==> src/rtl/issue_scheduler_pkg.sv <==
// issue_scheduler_pkg
//   Shared types and helpers for the dual-issue scheduler.
//   - NUM_REGISTERS_LOG2 : width of a register specifier
//   - sched_state_t      : scheduler FSM encodings (SCHED_PAIR/SPLIT/STALL)
//   - reg_match()        : register equality that ignores r0
//   - load_hit()         : source operand matches a load sitting in ID/EX
package issue_scheduler_pkg;

   localparam int NUM_REGISTERS_LOG2 = 5;

   typedef enum logic [1:0] {
      SCHED_PAIR  = 2'd0,
      SCHED_SPLIT = 2'd1,
      SCHED_STALL = 2'd2
   } sched_state_t;

   // r0 is hardwired to zero, so it can never carry a dependence.
   function automatic logic reg_match(input logic [NUM_REGISTERS_LOG2-1:0] a,
                                      input logic [NUM_REGISTERS_LOG2-1:0] b);
      return (a != '0) && (a == b);
   endfunction

   function automatic logic load_hit(input logic [NUM_REGISTERS_LOG2-1:0] src,
                                     input logic [NUM_REGISTERS_LOG2-1:0] ex_rd0,
                                     input logic                          ex_ld0,
                                     input logic [NUM_REGISTERS_LOG2-1:0] ex_rd1,
                                     input logic                          ex_ld1);
      return (ex_ld0 && reg_match(src, ex_rd0)) || (ex_ld1 && reg_match(src, ex_rd1));
   endfunction

endpackage

==> src/rtl/pair_hazard_check.sv <==
// pair_hazard_check
//   Purely combinational hazard comparators for the instruction pair in ID.
//   Inputs : slot-0/slot-1 register fields and control flags, ID/EX load
//            destinations.
//   Outputs: pair_conflict - the two slots cannot issue in the same cycle
//            load_use0     - a slot-0 source depends on a load in ID/EX
//            load_use1     - a slot-1 source depends on a load in ID/EX
module pair_hazard_check
   import issue_scheduler_pkg::*;
(
   input  logic [NUM_REGISTERS_LOG2-1:0] rs0,
   input  logic [NUM_REGISTERS_LOG2-1:0] rt0,
   input  logic [NUM_REGISTERS_LOG2-1:0] rd0,
   input  logic                          reg_write0,
   input  logic                          mem_op0,
   input  logic                          branch0,
   input  logic [NUM_REGISTERS_LOG2-1:0] rs1,
   input  logic [NUM_REGISTERS_LOG2-1:0] rt1,
   input  logic [NUM_REGISTERS_LOG2-1:0] rd1,
   input  logic                          reg_write1,
   input  logic                          mem_op1,
   input  logic [NUM_REGISTERS_LOG2-1:0] id_ex_rd0,
   input  logic [NUM_REGISTERS_LOG2-1:0] id_ex_rd1,
   input  logic                          id_ex_mem_read0,
   input  logic                          id_ex_mem_read1,
   output logic                          pair_conflict,
   output logic                          load_use0,
   output logic                          load_use1
);

   logic raw;
   logic waw;

   assign raw = reg_write0 && (reg_match(rs1, rd0) || reg_match(rt1, rd0));
   assign waw = reg_write0 && reg_write1 && reg_match(rd1, rd0);

   // A slot-0 branch must issue alone so slot 1 can be squashed cleanly.
   assign pair_conflict = raw || waw || (mem_op0 && mem_op1) || branch0;

   assign load_use0 = load_hit(rs0, id_ex_rd0, id_ex_mem_read0, id_ex_rd1, id_ex_mem_read1)
                   || load_hit(rt0, id_ex_rd0, id_ex_mem_read0, id_ex_rd1, id_ex_mem_read1);
   assign load_use1 = load_hit(rs1, id_ex_rd0, id_ex_mem_read0, id_ex_rd1, id_ex_mem_read1)
                   || load_hit(rt1, id_ex_rd0, id_ex_mem_read0, id_ex_rd1, id_ex_mem_read1);

endmodule

==> src/rtl/issue_scheduler.sv <==
// issue_scheduler
//   ID-stage dual-issue scheduler. Decides per cycle whether the decoded
//   pair issues together, issues split over two cycles, or stalls for a
//   load-use hazard, and keeps dual-issue / bubble statistics.
//   Parameters: LOAD_STALL (1..3) bubbles per load-use hazard, CNT_W counter width.
//   Inputs : clk, rst_n (async, active low), pair_valid, slot fields
//            (rs/rt/rd/reg_write/mem_op/branch x2), ID/EX load info, branch_taken.
//   Outputs: issue0, issue1, hold_ifid, bubble (combinational),
//            first (registered ordering bit), dual_cnt, stall_cnt.
module issue_scheduler
   import issue_scheduler_pkg::*;
#(
   parameter int LOAD_STALL = 1,
   parameter int CNT_W      = 32
)(
   input  logic                          clk,
   input  logic                          rst_n,
   input  logic                          pair_valid,
   input  logic [NUM_REGISTERS_LOG2-1:0] rs0,
   input  logic [NUM_REGISTERS_LOG2-1:0] rt0,
   input  logic [NUM_REGISTERS_LOG2-1:0] rd0,
   input  logic                          reg_write0,
   input  logic                          mem_op0,
   input  logic                          branch0,
   input  logic [NUM_REGISTERS_LOG2-1:0] rs1,
   input  logic [NUM_REGISTERS_LOG2-1:0] rt1,
   input  logic [NUM_REGISTERS_LOG2-1:0] rd1,
   input  logic                          reg_write1,
   input  logic                          mem_op1,
   input  logic                          branch1,
   input  logic [NUM_REGISTERS_LOG2-1:0] id_ex_rd0,
   input  logic [NUM_REGISTERS_LOG2-1:0] id_ex_rd1,
   input  logic                          id_ex_mem_read0,
   input  logic                          id_ex_mem_read1,
   input  logic                          branch_taken,
   output logic                          issue0,
   output logic                          issue1,
   output logic                          hold_ifid,
   output logic                          bubble,
   output logic                          first,
   output logic [CNT_W-1:0]              dual_cnt,
   output logic [CNT_W-1:0]              stall_cnt
);

   localparam int                STALL_W    = 2;
   localparam logic [STALL_W-1:0] STALL_LOAD = STALL_W'(LOAD_STALL - 1);
   // The hazard-detect cycle is itself the first bubble; the STALL state
   // supplies the remaining LOAD_STALL-1 bubbles, so it is skipped entirely
   // when a single bubble is enough.
   localparam sched_state_t      STALL_TGT  = (LOAD_STALL > 1) ? SCHED_STALL : SCHED_PAIR;

   sched_state_t       state_reg, state_next;
   sched_state_t       ret_reg, ret_next;
   logic [STALL_W-1:0] stall_ctr_reg, stall_ctr_next;
   logic               first_reg;
   logic [CNT_W-1:0]   dual_cnt_reg;
   logic [CNT_W-1:0]   stall_cnt_reg;

   logic pair_conflict;
   logic load_use0;
   logic load_use1;

   // A slot-1 branch never restricts pairing; it resolves in EX like any other.
   logic unused_branch1;
   assign unused_branch1 = branch1;

   pair_hazard_check u_hazard (
      .rs0             (rs0),
      .rt0             (rt0),
      .rd0             (rd0),
      .reg_write0      (reg_write0),
      .mem_op0         (mem_op0),
      .branch0         (branch0),
      .rs1             (rs1),
      .rt1             (rt1),
      .rd1             (rd1),
      .reg_write1      (reg_write1),
      .mem_op1         (mem_op1),
      .id_ex_rd0       (id_ex_rd0),
      .id_ex_rd1       (id_ex_rd1),
      .id_ex_mem_read0 (id_ex_mem_read0),
      .id_ex_mem_read1 (id_ex_mem_read1),
      .pair_conflict   (pair_conflict),
      .load_use0       (load_use0),
      .load_use1       (load_use1)
   );

   always_comb begin
      state_next     = state_reg;
      ret_next       = ret_reg;
      stall_ctr_next = stall_ctr_reg;
      issue0         = 1'b0;
      issue1         = 1'b0;
      hold_ifid      = 1'b0;
      bubble         = 1'b0;

      // Outputs are held quiet while reset is asserted so a reset that lands
      // mid-stall releases the front end immediately.
      if (!rst_n) begin
         state_next = SCHED_PAIR;
      end else if (branch_taken) begin
         bubble         = 1'b1;
         state_next     = SCHED_PAIR;
         ret_next       = SCHED_PAIR;
         stall_ctr_next = '0;
      end else if (pair_valid) begin
         case (state_reg)
            SCHED_PAIR: begin
               // With a pair conflict only slot 0 is about to issue, so a
               // slot-1 load-use is deferred to the SPLIT cycle.
               if (load_use0 || (!pair_conflict && load_use1)) begin
                  bubble         = 1'b1;
                  hold_ifid      = 1'b1;
                  ret_next       = SCHED_PAIR;
                  stall_ctr_next = STALL_LOAD;
                  state_next     = STALL_TGT;
               end else if (pair_conflict) begin
                  issue0     = 1'b1;
                  hold_ifid  = 1'b1;
                  state_next = SCHED_SPLIT;
               end else begin
                  issue0 = 1'b1;
                  issue1 = 1'b1;
               end
            end
            SCHED_SPLIT: begin
               if (load_use1) begin
                  bubble         = 1'b1;
                  hold_ifid      = 1'b1;
                  ret_next       = SCHED_SPLIT;
                  stall_ctr_next = STALL_LOAD;
                  state_next     = (LOAD_STALL > 1) ? SCHED_STALL : SCHED_SPLIT;
               end else begin
                  issue1     = 1'b1;
                  state_next = SCHED_PAIR;
               end
            end
            SCHED_STALL: begin
               bubble         = 1'b1;
               hold_ifid      = 1'b1;
               stall_ctr_next = stall_ctr_reg - 2'd1;
               if (stall_ctr_reg <= 2'd1) begin
                  state_next = ret_reg;
               end
            end
            default: begin
               state_next = SCHED_PAIR;
            end
         endcase
      end
   end

   always_ff @(posedge clk or negedge rst_n) begin
      if (!rst_n) begin
         state_reg     <= SCHED_PAIR;
         ret_reg       <= SCHED_PAIR;
         stall_ctr_reg <= '0;
         first_reg     <= 1'b0;
         dual_cnt_reg  <= '0;
         stall_cnt_reg <= '0;
      end else begin
         state_reg     <= state_next;
         ret_reg       <= ret_next;
         stall_ctr_reg <= stall_ctr_next;
         if (issue1) begin
            first_reg <= 1'b1;
         end else if (issue0) begin
            first_reg <= 1'b0;
         end
         if (issue0 && issue1) begin
            dual_cnt_reg <= dual_cnt_reg + 1'b1;
         end
         // Flush bubbles are not hazard stalls and are not counted.
         if (bubble && !branch_taken) begin
            stall_cnt_reg <= stall_cnt_reg + 1'b1;
         end
      end
   end

   assign first     = first_reg;
   assign dual_cnt  = dual_cnt_reg;
   assign stall_cnt = stall_cnt_reg;

endmodule
==> config.mk <==
export PLATFORM = sky130hd
export DESIGN_NAME = issue_scheduler
export DESIGN_NICKNAME = d
export VERILOG_FILES = /design/src/rtl/issue_scheduler_pkg.sv /design/src/rtl/pair_hazard_check.sv /design/src/rtl/issue_scheduler.sv
export SDC_FILE = /design/constraint.sdc
export NUM_CORES = 1
export LEC_CHECK = 0
export ABC_AREA = 1
export BUFFER_PORTS_ARGS = -buffer_cell sky130_fd_sc_hd__buf_2
export CAP_MARGIN = 20
export CORE_ASPECT_RATIO = 1.4
export CORE_MARGIN = 10
export CORE_UTILIZATION = 45
export CTS_BUF_LIST = sky130_fd_sc_hd__clkbuf_8
export CTS_CLUSTER_SIZE = 28
export DETAILED_ROUTE_END_ITERATION = 10
export GPL_TIMING_DRIVEN = 0
export PLACE_DENSITY = 0.66
export SLEW_MARGIN = 20
export SYNTH_ARGS = -nofsm -noshare
export SYNTH_HDL_FRONTEND = slang
export SYNTH_SLANG_ARGS = --single-unit
==> constraint.sdc <==
create_clock -name clk -period 2.5 [get_ports clk]
set_input_delay 0.25 -clock clk [delete_from_list [all_inputs] [get_ports clk]]
set_output_delay 0.25 -clock clk [all_outputs]
set_load 0.005 [all_outputs]
After elaboration in Yosys (flattened, before gate mapping). Index checks and enable logic that the tools add are counted.

Word-level logic and storage cells: 123. Bits in registers: 71. Output and inout bits: 69. Input bits: 52.

Reduce and logical (&&, ||, !) cells: 52. Equality and inequality tests: 18. $add $sub $neg: 3. Order comparisons: 1. Mux-type cells: 43.

Operators by type and width (number): $add 32x1->32 const B (2); $eq 5x5->1 (11); $logic_and 1x1->1 (26); $mux 2 (13); $reduce_bool 5->1 (5); $mux 1 (24); $pmux 2 s3 (2); $logic_or 1x1->1 (11); $reduce_and 5->1 (2); $ne 3x3->1 const B (2); $pmux 1 s3 (2); $ne 5x5->1 const B (1); $ne 4x4->1 const B (1); $pmux 2 s2 (1); $reduce_bool 2->1 (2); $reduce_bool 4->1 (1); $ne 3x1->1 const B (1); $reduce_and 3->1 (1); $reduce_bool 3->1 (1); $eq 2x1->1 const B (1); $eq 2x2->1 const B (1); $le 2x1->1 const B (1); $logic_not 1->1 (2); $logic_not 2->1 (1); other kinds (2) (2).

Longest topological paths before layout.
Depth after elaboration: 17. Mapped depth: 16. Mapped depth without buffers: 15.

Cells and area by module. Synthesis repeated with hierarchy kept, for this count alone.

Cells, all modules: 833. Area total of the unflattened synthesis: 5170.0 um2.

By module, submodules not included: issue_scheduler (instances 1, seq. area each 1651.6 um2, area each 4250.3 um2, cells an instance 643); pair_hazard_check (instances 1, seq. area each 0.0 um2, area each 919.6 um2, cells an instance 190).

Worst setup path after synthesis. Ideal clock, no wire load.

Kind: register to register. Start point: reg dual_cnt_reg[0] (netlist: dual_cnt[0]). End point: reg dual_cnt_reg[26] (netlist: dual_cnt[26]). Buffers on the path: 0. Stages on the path, launching flop included: 12. Data required time: 2383 ps. Library setup time: 117 ps. Period minus slack after synthesis: 1790 ps. Setup slack: 710 ps. Arrival: 1673 ps. Cells stage by stage: dfrtp_1 -> ha_1 -> nand3_1 -> nor2_1 -> inv_1 -> nor2_2 -> inv_1 -> nor2_1 -> nand2_1 -> xor2_1 -> nand3_1 -> nand2_1.

Cells in the longest elaborated chain, start to end: 1.

RTL lines: start: declaration (line issue_scheduler.sv:56) `logic [CNT_W-1:0] dual_cnt_reg;`; start signal: assignment (line issue_scheduler.sv:171) `dual_cnt_reg <= dual_cnt_reg + 1'b1;`; $add 32x1->32 (line issue_scheduler.sv:171).

No other way between the ends. A chain may end at the register's enable or synchronous reset.

Final worst setup path. Same ends and word-level chain as after synthesis.

==> summary.md <==
| Metric | Value |
|---|---|
| Status | finished clean |
| Core area | 11,800 um2 |
| Largest net degree at the start of global routing | 43 |
| Mapped Area | between 5000 and 6000 um2 |
| DIE HEIGHT | 150 um |
| Yosys warning total | 0 |
| Die W | between 100 and 150 um |
| Arrival time at the worst endpoint | 2550 ps |
| CP top delay family | simple AND/OR/NAND/NOR gates |
| Critical Path Slowest Stage Cell | dfrtp_1 |
| Area of placed instances | between 6000 and 7000 um2 |
| Worst path cell trace | ha_1, nand3_1, nor2_1, inv_1, nor2_2, inv_1, nor2_1, nand2_1, xor2_1, nand3_1, nand2_1 |
| CTS Sinks | 66 |
| Buf+Inv Stages, Crit Path | 2 |
| #FFs+latches synth | 66 |
| R2r setup slk | approximately 200 ps |
| DR vias | 5,747 |
| Internal power | between 1.5 and 2 mW |
| Switch Pwr | 0.875 mW |
| Antenna cells | 0 |
| Least-Margin Pin Slew | 594 ps |
| CP max stage delay | 450 ps |
| Critical Path Source | dual_cnt[0]$_DFFE_PN0P_ |
| Sequential area share after synthesis | 30.6% |
| Setup WS post-layout | 204 ps |
| Share of post-route cells with drive strength above 1 | a little under a fifth |
| Core Rows | 47 |
| Leak pwr | 3.62 nW |
| RR Startpoint | dual_cnt[0]$_DFFE_PN0P_ |
| Switching Share | 31.8% |
| HPWL reported at the end of detailed placement | 13,900 um |
| PnR Total Power | 2.75 mW |
| Gate Count Post-Synth | 834 |
| WL final | 17,400 um |
| Avg WL per Cell | about 16 um |
| Place WS | -38.4 ps |
| Most frequent cells in the layout | nand2_1, buf_2, nor2_1 |
| Reg power frac | ~43% |
| Area Overhead vs Synth | 19.6% |
| Achievable Freq | 0.436 GHz |
| Commonest non-fill, non-tap cell in the layout | nand2_1 |
| Cell variety after synth | 31 |
| Clock period minus final worst setup slack | 2300 ps |
| First-pass GRT wire length | about 28,000 um |
| Combinational Power Share | 20.3% |
| Type of origin of the critical path | register |
| CTS tree | yes |
| Power Dens Cells | roughly 430 nW/um2 |
| Nets@finish | 1,021 |
| Hold Path Depth | 4 |
| Maxcap violations | 0 |
| Clk network pwr share | 36.8% |
| Crit path capture type | register |
| Fill count | 1,236 |
| CTS Buffer Depth | 2 |
| Hold crit path type | primary input to register |
| Post-route cell area | 6460 um2 |
| IO buf count | 119 |
| Setup CP Type | register to register |
| H-tree depth | 3 |
| I/O pin count | 121 |
| R2R Path End | dual_cnt[26]$_DFFE_PN0P_ |
| Avg Synthesized Cell Area | 6.48 um2 |
| Area of the multi-input gates | 3280 um2 |
| Final hold violations | 0 |
| Reg2Reg Depth | 11 |
| RSZ-0062 raised after global routing | no |
| Initial Util | roughly 46% |
| Worst Min Path Start | pair_valid |
| Fraction of the cycle the final worst path needs | approximately 92% |
| Worst Path Required | 2760 ps |
| Total GRT Usage | 20.3% |
| Root Buffer | clkbuf_8 |
| Drt pass-1 iters | 5 |
| Peak VDD IR | 0.261 mV |
| Hold EP | state_reg[0]$_DFFE_PN0P_ |
| Slew Limit Fails | 0 |
| CTS clk-pin slew, worst paths | 80 ps |
| CTS buffer count | 9 |
| Worst-skew pair later-pin latency | 360 ps |
| Antenna violation net count after detailed routing | 0 |
| Vias per inst | just over 5 |
| Synth Net Count | 888 |
| CP max FO | 5 |
| Global route overflow | 0 |
| Vias in the first global route | around 5,800 |
| DRC errors left | 0 |
| GP Congestion | 1.00 |
| Rel. slew slack | 60.0% |
| Initial drt markers | 363 |
| Setup-failing EPs final | 0 |
| Initial antenna violation count | 0 |
| # Post-CTS Setup Buffers | 0 |
| Skew final | ~15 ps |
| Storage element area | 1650 um2 |
| Total Die Area | 16,800 um2 |
## area by class of cell
class / instances / share of cell area [%]
buffer: 21 / 2.56
clock buffer: 9 / 1.92
clock inverter: 7 / 1.43
inverter: 82 / 4.77
multi-input combinational: 665 / 50.8
sequential: 66 / 25.6
tap: 147 / 2.85
timing repair buffer: 122 / 10.2
## repair_timing
item / 4_1_cts / 5_1_grt
endpoints found under the hold margin: 24 / 0
gates resized for setup: 1 / 0
setup endpoints to repair: 1 / 0
hold buffers: 2 / 0
## tightest hold or removal path: cells and delay by family
family	cells	cell delay, ps
buffers and inverters	1	140
and+or+nand+nor	3	200
## per-stage QoR
stage / hold WS [ps] / cells / util [%] / setup TNS (ps)
finish: 276 / 1119 / 54.6 / 0
global route: 289 / 1119 / 54.6 / 0
CTS: 258 / 1119 / 54.6 / 0
detailed placement: 192 / 1101 / 52.5 / -38.4
global placement: 491 / 1100 / 52.3 / -42540
floorplan: -45.6 / 834 / - / 0
## power by group through the flow
stage / Clock [mW] / Combinational (mW) / Sequential (mW)
after floorplan: 0 / 0.321 / 1.19
after global placement: 0 / 0.540 / 1.20
after detailed placement: 0 / 0.556 / 1.20
after CTS: 1.03 / 0.562 / 1.18
after global routing: 1.08 / 0.636 / 1.19
final: 1.01 / 0.558 / 1.18
## cell usage after synthesis (all sizes together)
cell type	n	area (um2)
nand4	46	303
nand2	326	1250
ha	2	25.0
buf	18	154
o21ai	19	95.1
dfrtp	66	1650
nor3	36	180
nor2	96	400
nor4	8	56.3
xor2	56	490
inv	82	308
clkbuf	3	11.3
nor3b	1	7.51
o22ai	1	6.26
a21oi	6	52.6
nor4b	1	8.76
xnor2	11	96.3
nand3	56	303
## cell families (layout without fill, tap and decap cells)
kind of cell	count (synthesis)	count (layout)	share of synthesized area (%)
compound gates	26	26	2.85
xor+xnor	67	67	10.9
buf+inv	103	241	8.76
fa+ha+maj	2	2	0.463
flops	66	66	30.6
simple gates	570	570	46.5
## per-layer routing
metal	routed length, um	track usage, %
met5	0	0
met4	814	12.2
met3	1020	4.17
met2	8950	36.7
met1	6630	21.0
## how the worst max path moves through the flow
stage / to / cells past startpoint
6_report: dual_cnt[26]$_DFFE_PN0P_ / 11
5_1_grt: dual_cnt[26]$_DFFE_PN0P_ / 11
4_1_cts: dual_cnt[26]$_DFFE_PN0P_ / 11
3_5_place_dp: issue0 / 7
3_3_place_gp: issue0 / 7
2_1_floorplan: dual_cnt[26]$_DFFE_PN0P_ / 11
No activity file was read; power rests on OpenSTA's default activity.
